$ cat src/rtl/moving_average_window_stats_if.sv
// Sample/result bundle between the moving-average filter, the window-statistics
// block and its consumer. The master drives samples and control; the slave reports results.
interface moving_average_window_stats_if #(
  parameter int DATA_W = 10,
  parameter int WCNT_W = 8
);
  logic              ena;
  logic [DATA_W-1:0] data_in;
  logic              strobe_in;
  logic [1:0]        win_select;
  logic              clear;
  logic [DATA_W-1:0] min_out;
  logic [DATA_W-1:0] max_out;
  logic [DATA_W-1:0] span_out;
  logic              result_strobe;
  logic [WCNT_W-1:0] window_count;

  modport master (
    output ena, data_in, strobe_in, win_select, clear,
    input  min_out, max_out, span_out, result_strobe, window_count
  );

  modport slave (
    input  ena, data_in, strobe_in, win_select, clear,
    output min_out, max_out, span_out, result_strobe, window_count
  );
endinterface

$ cat src/rtl/moving_average_window_stats.sv
// Groups strobed samples into windows of 2^(WIN_LOG2+win_select) samples and reports
// min, max and span of each completed window with a one-cycle result strobe.
module moving_average_window_stats #(
  parameter int DATA_W   = 10,
  parameter int WIN_LOG2 = 4,
  parameter int WCNT_W   = 8
) (
  input logic clk,
  input logic rst_n,
  moving_average_window_stats_if.slave bus
);

  // Wide enough to hold the largest window length, 2^(WIN_LOG2+3).
  localparam int CNT_W = WIN_LOG2 + 4;

  typedef enum logic {
    IDLE,
    ACCUM
  } state_t;

  state_t            state_q, state_d;
  logic [CNT_W-1:0]  cnt_q, cnt_d;
  logic [1:0]        win_q, win_d;
  logic              strobe_prev_q;
  logic [DATA_W-1:0] cur_min_q, cur_min_d;
  logic [DATA_W-1:0] cur_max_q, cur_max_d;
  logic [DATA_W-1:0] min_q, min_d;
  logic [DATA_W-1:0] max_q, max_d;
  logic [DATA_W-1:0] span_q, span_d;
  logic              res_q, res_d;
  logic [WCNT_W-1:0] wcnt_q, wcnt_d;

  logic              accept;
  logic [1:0]        sel;
  logic [CNT_W-1:0]  win_len;
  logic              done;
  logic [DATA_W-1:0] fin_min, fin_max;

  // A held strobe is one sample: only its rising edge counts.
  assign accept  = bus.ena & bus.strobe_in & ~strobe_prev_q;
  // A new window takes its size from the live select; a running one keeps its latched size.
  assign sel     = (state_q == IDLE) ? bus.win_select : win_q;
  assign win_len = CNT_W'(1) << (WIN_LOG2 + int'(sel));

  always_comb begin
    // NOTE: every variable gets a default before any branch, so no path leaves one
    // unassigned and no latch is inferred.
    state_d   = state_q;
    cnt_d     = cnt_q;
    win_d     = win_q;
    cur_min_d = cur_min_q;
    cur_max_d = cur_max_q;
    min_d     = min_q;
    max_d     = max_q;
    span_d    = span_q;
    wcnt_d    = wcnt_q;
    res_d     = 1'b0;
    done      = 1'b0;
    fin_min   = cur_min_q;
    fin_max   = cur_max_q;

    // Clear aborts the partial window and swallows any sample arriving with it.
    if (bus.ena && bus.clear) begin
      state_d = IDLE;
      cnt_d   = '0;
    end else if (accept) begin
      unique case (state_q)
        IDLE: begin
          cur_min_d = bus.data_in;
          cur_max_d = bus.data_in;
          win_d     = bus.win_select;
          cnt_d     = CNT_W'(1);
          state_d   = ACCUM;
          fin_min   = bus.data_in;
          fin_max   = bus.data_in;
          done      = (win_len == CNT_W'(1));
        end
        ACCUM: begin
          fin_min   = (bus.data_in < cur_min_q) ? bus.data_in : cur_min_q;
          fin_max   = (bus.data_in > cur_max_q) ? bus.data_in : cur_max_q;
          cur_min_d = fin_min;
          cur_max_d = fin_max;
          cnt_d     = cnt_q + CNT_W'(1);
          done      = (cnt_q == win_len - CNT_W'(1));
        end
        default: state_d = IDLE;
      endcase

      if (done) begin
        min_d   = fin_min;
        max_d   = fin_max;
        span_d  = fin_max - fin_min;
        wcnt_d  = wcnt_q + WCNT_W'(1);
        res_d   = 1'b1;
        cnt_d   = '0;
        state_d = IDLE;
      end
    end
  end

  // NOTE: state registers use non-blocking assignments so every flop samples the
  // pre-edge values, independent of the order the simulator evaluates blocks.
  always_ff @(posedge clk or negedge rst_n) begin
    if (!rst_n) begin
      state_q       <= IDLE;
      cnt_q         <= '0;
      win_q         <= '0;
      strobe_prev_q <= 1'b0;
      cur_min_q     <= '0;
      cur_max_q     <= '0;
      min_q         <= '0;
      max_q         <= '0;
      span_q        <= '0;
      res_q         <= 1'b0;
      wcnt_q        <= '0;
    end else begin
      // Edge history tracks the strobe even while disabled.
      strobe_prev_q <= bus.strobe_in;
      if (bus.ena) begin
        state_q   <= state_d;
        cnt_q     <= cnt_d;
        win_q     <= win_d;
        cur_min_q <= cur_min_d;
        cur_max_q <= cur_max_d;
        min_q     <= min_d;
        max_q     <= max_d;
        span_q    <= span_d;
        wcnt_q    <= wcnt_d;
      end
      res_q <= res_d;
    end
  end

  assign bus.min_out       = min_q;
  assign bus.max_out       = max_q;
  assign bus.span_out      = span_q;
  assign bus.result_strobe = res_q;
  assign bus.window_count  = wcnt_q;

endmodule

$ cat src/flat_wrapper.sv
// flat-port wrapper written by rule: the top's interface ports become plain ports
module moving_average_window_stats_flat 
#(
  parameter int DATA_W   = 10,
  parameter int WIN_LOG2 = 4,
  parameter int WCNT_W   = 8
)
  (clk, rst_n, bus_ena, bus_data_in, bus_strobe_in, bus_win_select, bus_clear, bus_min_out, bus_max_out, bus_span_out, bus_result_strobe, bus_window_count);
  moving_average_window_stats_if #(.DATA_W(DATA_W), .WCNT_W(WCNT_W)) bus_i ();
  input logic clk;
  input logic rst_n;
  input wire logic [$bits(bus_i.ena)-1:0] bus_ena;
  input wire logic [$bits(bus_i.data_in)-1:0] bus_data_in;
  input wire logic [$bits(bus_i.strobe_in)-1:0] bus_strobe_in;
  input wire logic [$bits(bus_i.win_select)-1:0] bus_win_select;
  input wire logic [$bits(bus_i.clear)-1:0] bus_clear;
  output wire logic [$bits(bus_i.min_out)-1:0] bus_min_out;
  output wire logic [$bits(bus_i.max_out)-1:0] bus_max_out;
  output wire logic [$bits(bus_i.span_out)-1:0] bus_span_out;
  output wire logic [$bits(bus_i.result_strobe)-1:0] bus_result_strobe;
  output wire logic [$bits(bus_i.window_count)-1:0] bus_window_count;
  assign bus_i.ena = bus_ena;
  assign bus_i.data_in = bus_data_in;
  assign bus_i.strobe_in = bus_strobe_in;
  assign bus_i.win_select = bus_win_select;
  assign bus_i.clear = bus_clear;
  assign bus_min_out = bus_i.min_out;
  assign bus_max_out = bus_i.max_out;
  assign bus_span_out = bus_i.span_out;
  assign bus_result_strobe = bus_i.result_strobe;
  assign bus_window_count = bus_i.window_count;
  moving_average_window_stats #(.DATA_W(DATA_W), .WIN_LOG2(WIN_LOG2), .WCNT_W(WCNT_W)) u_core (.clk(clk), .rst_n(rst_n), .bus(bus_i));
endmodule
$ cat config.mk
export PLATFORM = sky130hd
export DESIGN_NAME = moving_average_window_stats_flat
export DESIGN_NICKNAME = d
export VERILOG_FILES = /design/src/rtl/moving_average_window_stats_if.sv /design/src/rtl/moving_average_window_stats.sv /design/src/flat_wrapper.sv
export SDC_FILE = /design/constraint.sdc
export NUM_CORES = 1
export LEC_CHECK = 0
export CAP_MARGIN = 5
export CELL_PAD_IN_SITES_DETAIL_PLACEMENT = 0
export CELL_PAD_IN_SITES_GLOBAL_PLACEMENT = 1
export CORE_UTILIZATION = 45
export DETAILED_ROUTE_END_ITERATION = 8
export MAX_ROUTING_LAYER = met4
export PLACE_DENSITY_LB_ADDON = 0.1
export SLEW_MARGIN = 20
export SYNTH_ARGS = -nofsm -noshare
export SYNTH_HDL_FRONTEND = slang
export SYNTH_SLANG_ARGS = --single-unit
$ cat constraint.sdc
create_clock -name clk -period 5.77 [get_ports clk]
set_input_delay 1.731 -clock clk [delete_from_list [all_inputs] [get_ports clk]]
set_output_delay 1.731 -clock clk [all_outputs]
set_load 0.02 [all_outputs]
Yosys cells after proc, flatten, opt, wreduce, memory -nomap -nowiden:

Index checks and enable logic that the tools add are counted.

* register bits after elaboration: 71

* equal/unequal tests: 2
* multiplexer cells: 22
* add/subtract/negate cells: 5
* shift-type cells: 1
* bitwise operators: 5
* reductions and logical operators: 5
* $lt $le $gt $ge: 2

Operator list (number)
* 10-bit 2-to-1 mux: 6
* 10-bit case mux with 2 select lines: 2
* 1-bit by 32-bit << shifter with 8-bit output (first input constant): 1
* 8-bit 2-to-1 mux: 3
* 8-bit by 1-bit adder with 8-bit output (second input constant): 2
* 8-bit case mux with 2 select lines: 1
* 10-bit > comparator: 1
* 10-bit < comparator: 1
* 10-bit subtractor: 1
* 8-bit by 1-bit equality test with 1-bit output (second input constant): 1
* 8-bit equality test: 1
* 1-bit 2-to-1 mux: 8
* 8-bit by 1-bit subtractor with 8-bit output (second input constant): 1
* 3-bit by 2-bit adder with 4-bit output (first input constant): 1
* 4-bit AND reduction: 1
* 1-bit NOT: 3
* 3-bit AND reduction: 1
* 1-bit bitwise AND: 2
* 2-bit 2-to-1 mux: 1
* 1-bit case mux with 2 select lines: 1
* 2-bit AND reduction: 1
* 2-bit nonzero test: 1
* 1-bit logical AND: 1

Depth between registers and ports, before layout:

Gate-level depths: netlist of run 1.

* word-level depth: 11
* gate-level depth with buffers: 18

Least setup slack after synthesis of run 1:

No wires, ideal clock.

* kind: input port to flip-flop
* from: in bus_data_in[7]
* to: reg u_core.span_q[9], in the netlist u_core.bus.span_out[9]
* data arrival time: 4.749 ns
* setup time: 0.125 ns
* stages on the path: 16
* setup slack: 0.897 ns
* buffers on the path: 1
* cells stage by stage: ha_1 > a211oi_1 > nor2_1 > or3_1 > o21ai_1 > buf_2 > mux2i_1 > inv_1 > ha_1 > nor2b_1 > o21ai_0 > nand2b_1 > a21oi_1 > o21ai_0 > xnor3_1 > mux2_2

* cells in the longest elaborated chain, start to end: 6
* elaborated cells on any way between the ends: 11
* classes of those cells: 1 x add/sub; 2 x order compare; 8 x mux

RTL lines
* from (decl): line flat_wrapper.sv:13 `input wire logic [$bits(bus_i.data_in)-1:0] bus_data_in;`
* 10-bit > comparator or 10-bit < comparator (tied branches): line moving_average_window_stats.sv:80, moving_average_window_stats.sv:79
* 10-bit 2-to-1 mux (on tied branches): line moving_average_window_stats.sv:80, moving_average_window_stats.sv:79
* 10-bit case mux with 2 select lines: line moving_average_window_stats.sv:67 `unique case (state_q)`
* 10-bit 2-to-1 mux: line moving_average_window_stats.sv:66 `end else if (accept) begin`
* 10-bit 2-to-1 mux: line moving_average_window_stats.sv:63 `if (bus.ena && bus.clear) begin`
* 10-bit subtractor (*): line moving_average_window_stats.sv:92 `span_d = fin_max - fin_min;`
* to (signal assigned): line moving_average_window_stats.sv:127 `span_q <= span_d;`
* to (decl): line moving_average_window_stats.sv:29 `logic [DATA_W-1:0] span_q, span_d;`

Mark *: on every way between the ends. The rest lies on a longest branch, timed or not. The select of a mux whose other input is x is not followed.
A chain may end at the register's enable or synchronous reset.

Worst setup path after layout of run 1:

* from: in bus_data_in[4]
* to: reg u_core.span_q[8], in the netlist u_core.bus.span_out[8]

Same word-level chain as after synthesis.

==> results of run 1 <==
cells in the mapped netlist, types with 7 or more instances:
cell type,instances
dfrtp_1,71
nand2_1,56
ha_1,30
mux2_2,29
inv_1,27
o21ai_0,22
o21ai_1,22
nor2_1,12
a21oi_1,11
xnor2_1,11
mux2i_1,10
nand3_1,7
nand4_1,7
layer usage:
layer | up-vias | wire [microns] | track usage
li1 | 1503 | - | -
met2 | 67 | 3580 | 0.285
met3 | 10 | 341 | 0.0379
met5 | - | 0 | -
met1 | 1412 | 4570 | 0.313
met4 | 0 | 112 | 0.0672
report_power, final:
| part | leakage [nW] | switching [mW] | internal [mW] |
|---|---|---|---|
| clock | 0.120 | 0.188 | 0.287 |
| combinational | 1.20 | 0.168 | 0.153 |
| sequential | 0.940 | 0.0411 | 0.540 |
cells by family (layout without fill, tap and decap cells):
family	Yosys count	after routing
buf+inv	41	110
simple gates	116	116
flops	71	71
mux	39	39
xor+xnor	17	17
compound gates	79	79
fa+ha+maj	31	31
worst max-delay path, delay by kind of cell:
| family | cells | cell delay, ns |
|---|---|---|
| AO/OA/AOI/OAI | 7 | 1.18 |
| XOR/XNOR | 1 | 0.14 |
| adder cells (fa/ha/maj) | 3 | 0.94 |
| buffers and inverters | 1 | 0.44 |
| multiplexers | 1 | 0.42 |
| AND/OR/NAND/NOR | 3 | 0.68 |
flip-flops by register name, indices dropped and copies added (netlist names):
signal,count
u_core.bus.max_out,10
u_core.bus.min_out,10
u_core.bus.span_out,10
u_core.cur_max_q,10
u_core.cur_min_q,10
u_core.bus.window_count,8
u_core.cnt_q,8
u_core.win_q,2
u_core.bus.result_strobe,1
u_core.state_q,1
u_core.strobe_prev_q,1
how the worst max path moves through the flow:
stage / start / end / slack, ns
after global placement: bus_data_in[4] / u_core.bus.span_out[8] / 0.16
after detailed placement: bus_data_in[4] / u_core.bus.span_out[8] / 0.08
after CTS: bus_data_in[4] / u_core.bus.span_out[8] / 0.45
after floorplan: bus_data_in[7] / u_core.bus.span_out[9] / 0.90
after global routing: bus_data_in[4] / u_core.bus.span_out[8] / 0.21
final: bus_data_in[4] / u_core.bus.span_out[8] / 0.43
cell type report:
type / instances / area, sq um / share of cell area
clock buffer: 10 / 128 / 0.0260
timing repair buffer: 65 / 621 / 0.126
tap: 105 / 131 / 0.0268
sequential: 71 / 1780 / 0.362
clock inverter: 6 / 109 / 0.0222
inverter: 29 / 114 / 0.0232
multi-input combinational: 282 / 2030 / 0.413
==> impl_metrics.toml, run 1 <==
[status]
status = "finished, final reports clean"

[logic_synthesis]
ys_types = 52
yosys-mux-area-fraction = 0.107
synth_ff_type = "dfrtp_1"
synth_top_family_by_area = "simple AND/OR/NAND/NOR gates"
synth-simple-area-share = 0.143
syn_area_sq_um = 3990
syn_nets = 442
synth-adder-area-share = 0.0991
synth_edf_count = 0
synth-seq-cells = 71
synth.top_cell.area_share = 0.445
synthArstFlopShare = 1.00
synth_warnings = 0
synth_top_area_cell = "dfrtp_1"
ys_top_cells_by_area = "dfrtp_1 45%, ha_1 9.4%, mux2_2 8.2%"
synth_compound_gate_area_share = 0.118
syn_area_per_cell_sq_um = 10.1
synth_cells = 394
synth-xor-area-share = 0.0408
ys_seq_area_frac = 0.445

[global_route]
grt_max_degree = 55
grt_pass1_vias = 2812
grt_usage = 0.210
antenna_found_initial = 0
overflow = 0
grt_pass1_wl_mm = 14.1

[die]
die_w_microns = 96.2
design.die.area_sq_um = 9240
ioPinCount = 56
core_sq_um = 8380
initial_core_util = 0.476
die_y_microns = 96.2
num_rows = 33

[power]
leakage_nw = 2.26
finalPower_mw = 1.38
p_per_area_nw_per_um2 = 281
vdd_drop_max_mv = 0.140

[sta]
hold_viol = 0
slew_viol_final = 0
fin_crit_ns = 5.34
slew_headroom = 0.355
post-route-period-util = 0.925
setup_viol = 0
rsz0062_at_grt = "false"
finalClockSkew_ns = 0.0113
timing.final.ws_setup_ns = 0.432
max_freq_mhz = 187
worst_slew_pin_slew_ns = 0.968
setup_tns_ns = 0
fin_hold_ws_ns = 0.466

[drt]
ant_nets = 0
wire_per_inst_microns = 15.2
via_per_inst = 5.27
detail_route.wirelength_mm = 8.61
firstDrtPassIters = 4
initialDrtViolationCount = 134
drcViolationCount = 0
vias = 2992

[cells_and_area]
final_cells = 568
final_area_sq_um = 4910
final_common_cell = "dfrtp_1"
fin_nets = 506
nFillCells = 742
layout-drive-gt1-share = 0.143
fin_util = 0.585
mostFrequentLayoutCells = "71 x dfrtp_1, 56 x nand2_1, 54 x clkdlybuf4s50_1"
areaGrowthSynthToFinish_pct = 23.0
antenna_cells = 0

[cts]
clock_latency_ns = 0.34
cts_resized = 0
numCtsBuffers = 9
root_buffer = "clkbuf_8"
cts_tree = "done"
clockBufferDepth = 2
cts_sinks = 71
postCtsSetupBuffers = 0
htreeDepth = 3
hold_buffers = 0
clkTransAtPathRegs_ns = 0.07

[setup_path]
r2r-start = "u_core.cur_min_q[4]"
crit_path_frequent_cell = "a21oi_1"
crit_path_cell_trace = "clkdlybuf4s50_1 > ha_1 > nand4_1 > o21ai_1 > a21oi_1 > nor2_2 > mux2_2 > ha_1 > fa_1 > nor2b_1 > o21ai_0 > a21oi_1 > o21ai_0 > a21oi_1 > xnor2_1 > o21ai_1"
cpMaxStageDelayCell = "clkdlybuf4s50_1"
worstPathArrival_ns = 5.52
critPathCaptureType = "flop"
start_kind = "input port"
path_class = "in2reg"
path_max_fanout = 9
ff2ff_path_depth = 16
r2r_slack_ns = 1.85
slowest_delay_ns = 0.44
required_ns = 5.96
rr_endpoint = "u_core.bus.span_out[8]"

[hold_path]
min_from = "u_core.bus.window_count[7]"
whs_endpoint = "u_core.bus.window_count[7]"
hold-path-cell-count = 1
worst_hold_path_type = "reg2reg"

[placed_design]
io_buffers = 55
dp.cells = 552
dpl-instance-area_sq_um = 4670
gp_congestion = 0.879
dp_hpwl_mm = 6.39
preCtsSetupSlack_ns = 0.0830

[job]
drv_cap = 0
(Power assumes the default switching activity.)
==> run 2, diff against run 1 <==
--- a/config.mk
+++ b/config.mk
@@ -6,12 +6,10 @@
 export NUM_CORES = 1
 export LEC_CHECK = 0
 export CAP_MARGIN = 5
-export CELL_PAD_IN_SITES_DETAIL_PLACEMENT = 0
-export CELL_PAD_IN_SITES_GLOBAL_PLACEMENT = 1
 export CORE_UTILIZATION = 45
 export DETAILED_ROUTE_END_ITERATION = 8
 export MAX_ROUTING_LAYER = met4
-export PLACE_DENSITY_LB_ADDON = 0.1
+export PLACE_DENSITY = 0.68
 export SLEW_MARGIN = 20
 export SYNTH_ARGS = -nofsm -noshare
 export SYNTH_HDL_FRONTEND = slang
==> impl_metrics.toml, run 2 (synthesis results as in run 1) <==
[drt]
initialDrtViolationCount = 97
ant_nets = 0
vias = 3058
firstDrtPassIters = 4
wire_per_inst_microns = 15.3
via_per_inst = 5.38
detail_route.wirelength_mm = 8.69
drcViolationCount = 0

[cts]
clkTransAtPathRegs_ns = 0.08
cts_sinks = 71
postCtsSetupBuffers = 0
clock_latency_ns = 0.35
cts_resized = 0
clockBufferDepth = 2
numCtsBuffers = 9
htreeDepth = 3
hold_buffers = 0
root_buffer = "clkbuf_8"
cts_tree = "done"

[hold_path]
whs_endpoint = "u_core.bus.window_count[7]"
worst_hold_path_type = "reg2reg"
min_from = "u_core.bus.window_count[7]"
hold-path-cell-count = 1

[setup_path]
path_class = "in2reg"
crit_family = "compound AO/OA/AOI/OAI gates"
rr_endpoint = "u_core.bus.span_out[8]"
worstPathArrival_ns = 5.44
r2r_slack_ns = 2.04
ff2ff_path_depth = 18
crit_path_cell_trace = "clkdlybuf4s50_1 > ha_1 > a211o_1 > a21oi_1 > o21ai_1 > a21oi_1 > nor2_2 > buf_4 > mux2i_1 > inv_1 > fa_1 > nor2b_1 > o21ai_0 > a21oi_1 > o21ai_0 > a21oi_1 > xnor2_1 > o21ai_1"
start_kind = "input port"
critPathCaptureType = "flop"
slowest_delay_ns = 0.50
crit_path_frequent_cell = "a21oi_1"
path_max_fanout = 6
required_ns = 5.96
critPathBufInv = 3
r2r-start = "u_core.cur_min_q[3]"
cpMaxStageDelayCell = "clkdlybuf4s50_1"

[sta]
fin_crit_ns = 5.25
timing.final.ws_setup_ns = 0.525
max_freq_mhz = 191
fin_hold_ws_ns = 0.466
post-route-period-util = 0.909
slew_headroom = 0.372
hold_viol = 0
setup_viol = 0
worst_slew_pin_slew_ns = 0.942
finalClockSkew_ns = 0.00776
rsz0062_at_grt = "false"
slew_viol_final = 0
setup_tns_ns = 0

[power]
clkPwrFrac = 0.337
vdd_drop_max_mv = 0.127
p_per_area_nw_per_um2 = 280
finalPower_mw = 1.37
combPwrFrac = 0.239
intPower_uw = 963
leakage_nw = 2.25
seqPwrFrac = 0.424
switching_share = 0.298
switching_power_uw = 408

[placed_design]
dp_hpwl_mm = 6.43
io_buffers = 55
gp_congestion = 0.836
preCtsSetupSlack_ns = 0.250

[job]
drv_cap = 0

[cells_and_area]
layout-drive-gt1-share = 0.145
antenna_cells = 0
fin_nets = 506
areaGrowthSynthToFinish_pct = 22.9
mostFrequentLayoutCells = "71 x dfrtp_1, 56 x nand2_1, 54 x clkdlybuf4s50_1"
final_common_cell = "dfrtp_1"
fin_util = 0.585

[die]
ioPinCount = 56
design.die.area_sq_um = 9240
num_rows = 33
die_w_microns = 96.2
die_y_microns = 96.2
initial_core_util = 0.476
core_sq_um = 8380

[global_route]
overflow = 0
antenna_found_initial = 0
grt_usage = 0.213
grt_max_degree = 55
grt_pass1_vias = 2888
grt_pass1_wl_mm = 14.3

[status]
status = "finished, final reports clean"
## run 2: cell count changes in the layout (fill, tap and decap cells not counted), sizes merged
cell      delta
clkinv       -2
clkinvlp     +2
bufinv       -1
clkbuf       +1
## run 2: area by class of cell
class	instances	area, sq um
fill	733	3480
clock buffer	11	151
clock inverter	5	80.1
tap	105	131
multi-input combinational	282	2030
timing repair buffer	65	623
inverter	29	114
sequential	71	1780
## run 2: power by group through the flow
stage	clock network (mW)	logic, mW	registers, mW
final	0.462	0.328	0.581
after global routing	0.491	0.371	0.585
after CTS	0.467	0.328	0.579
after detailed placement	0	0.325	0.588
after global placement	0	0.315	0.588
after floorplan	0	0.226	0.578
## run 2: worst register-to-register path, cell delays in order, from the launching register on
cell and delay, ns:
dfrtp_1 0.37, inv_1 0.06, ha_1 0.28, a211o_1 0.26, a21oi_1 0.16, o21ai_1 0.15
a21oi_1 0.28, nor2_2 0.08, buf_4 0.15, mux2i_1 0.27, inv_1 0.11, fa_1 0.46
nor2b_1 0.11, o21ai_0 0.09, a21oi_1 0.20, o21ai_0 0.14, a21oi_1 0.18, xnor2_1 0.15
o21ai_1 0.07
## run 2: stage by stage
stage          std cells  cell area (sq um)
2_1_floorplan        394               3990
3_3_place_gp         552               4670
3_5_place_dp         552               4670
4_1_cts              568               4900
5_1_grt              568               4900
6_report             568               4900
## run 2: metal layers
layer  share of wire  global-route usage  routed length (microns)  vias to the layer above
met3           0.031              0.0308                      271                       15
met5               0                   -                        0                        -
met2            0.46               0.319                     3960                       57
met1            0.50               0.294                     4310                     1482
met4           0.016              0.0746                      139                        0
li1                -                   -                        -                     1504
## run 2: worst max-delay path by stage
stage | start | end | slack, ns | depth (start not counted)
after floorplan | bus_data_in[7] | u_core.bus.span_out[9] | 0.90 | 16
after global placement | bus_data_in[9] | u_core.bus.span_out[9] | 0.35 | 16
after detailed placement | bus_data_in[3] | u_core.bus.span_out[8] | 0.25 | 18
after CTS | bus_data_in[3] | u_core.bus.span_out[8] | 0.54 | 18
after global routing | bus_data_in[3] | u_core.bus.span_out[8] | 0.12 | 18
final | bus_data_in[3] | u_core.bus.span_out[8] | 0.52 | 18
==> run 3, diff against run 2 <==
--- a/config.mk
+++ b/config.mk
@@ -7,6 +7,7 @@
 export LEC_CHECK = 0
 export CAP_MARGIN = 5
 export CORE_UTILIZATION = 45
+export CTS_CLUSTER_SIZE = 10
 export DETAILED_ROUTE_END_ITERATION = 8
 export MAX_ROUTING_LAYER = met4
 export PLACE_DENSITY = 0.68
==> results of run 3 <==
Final layout, timing and power as in run 2 (identical DEF).
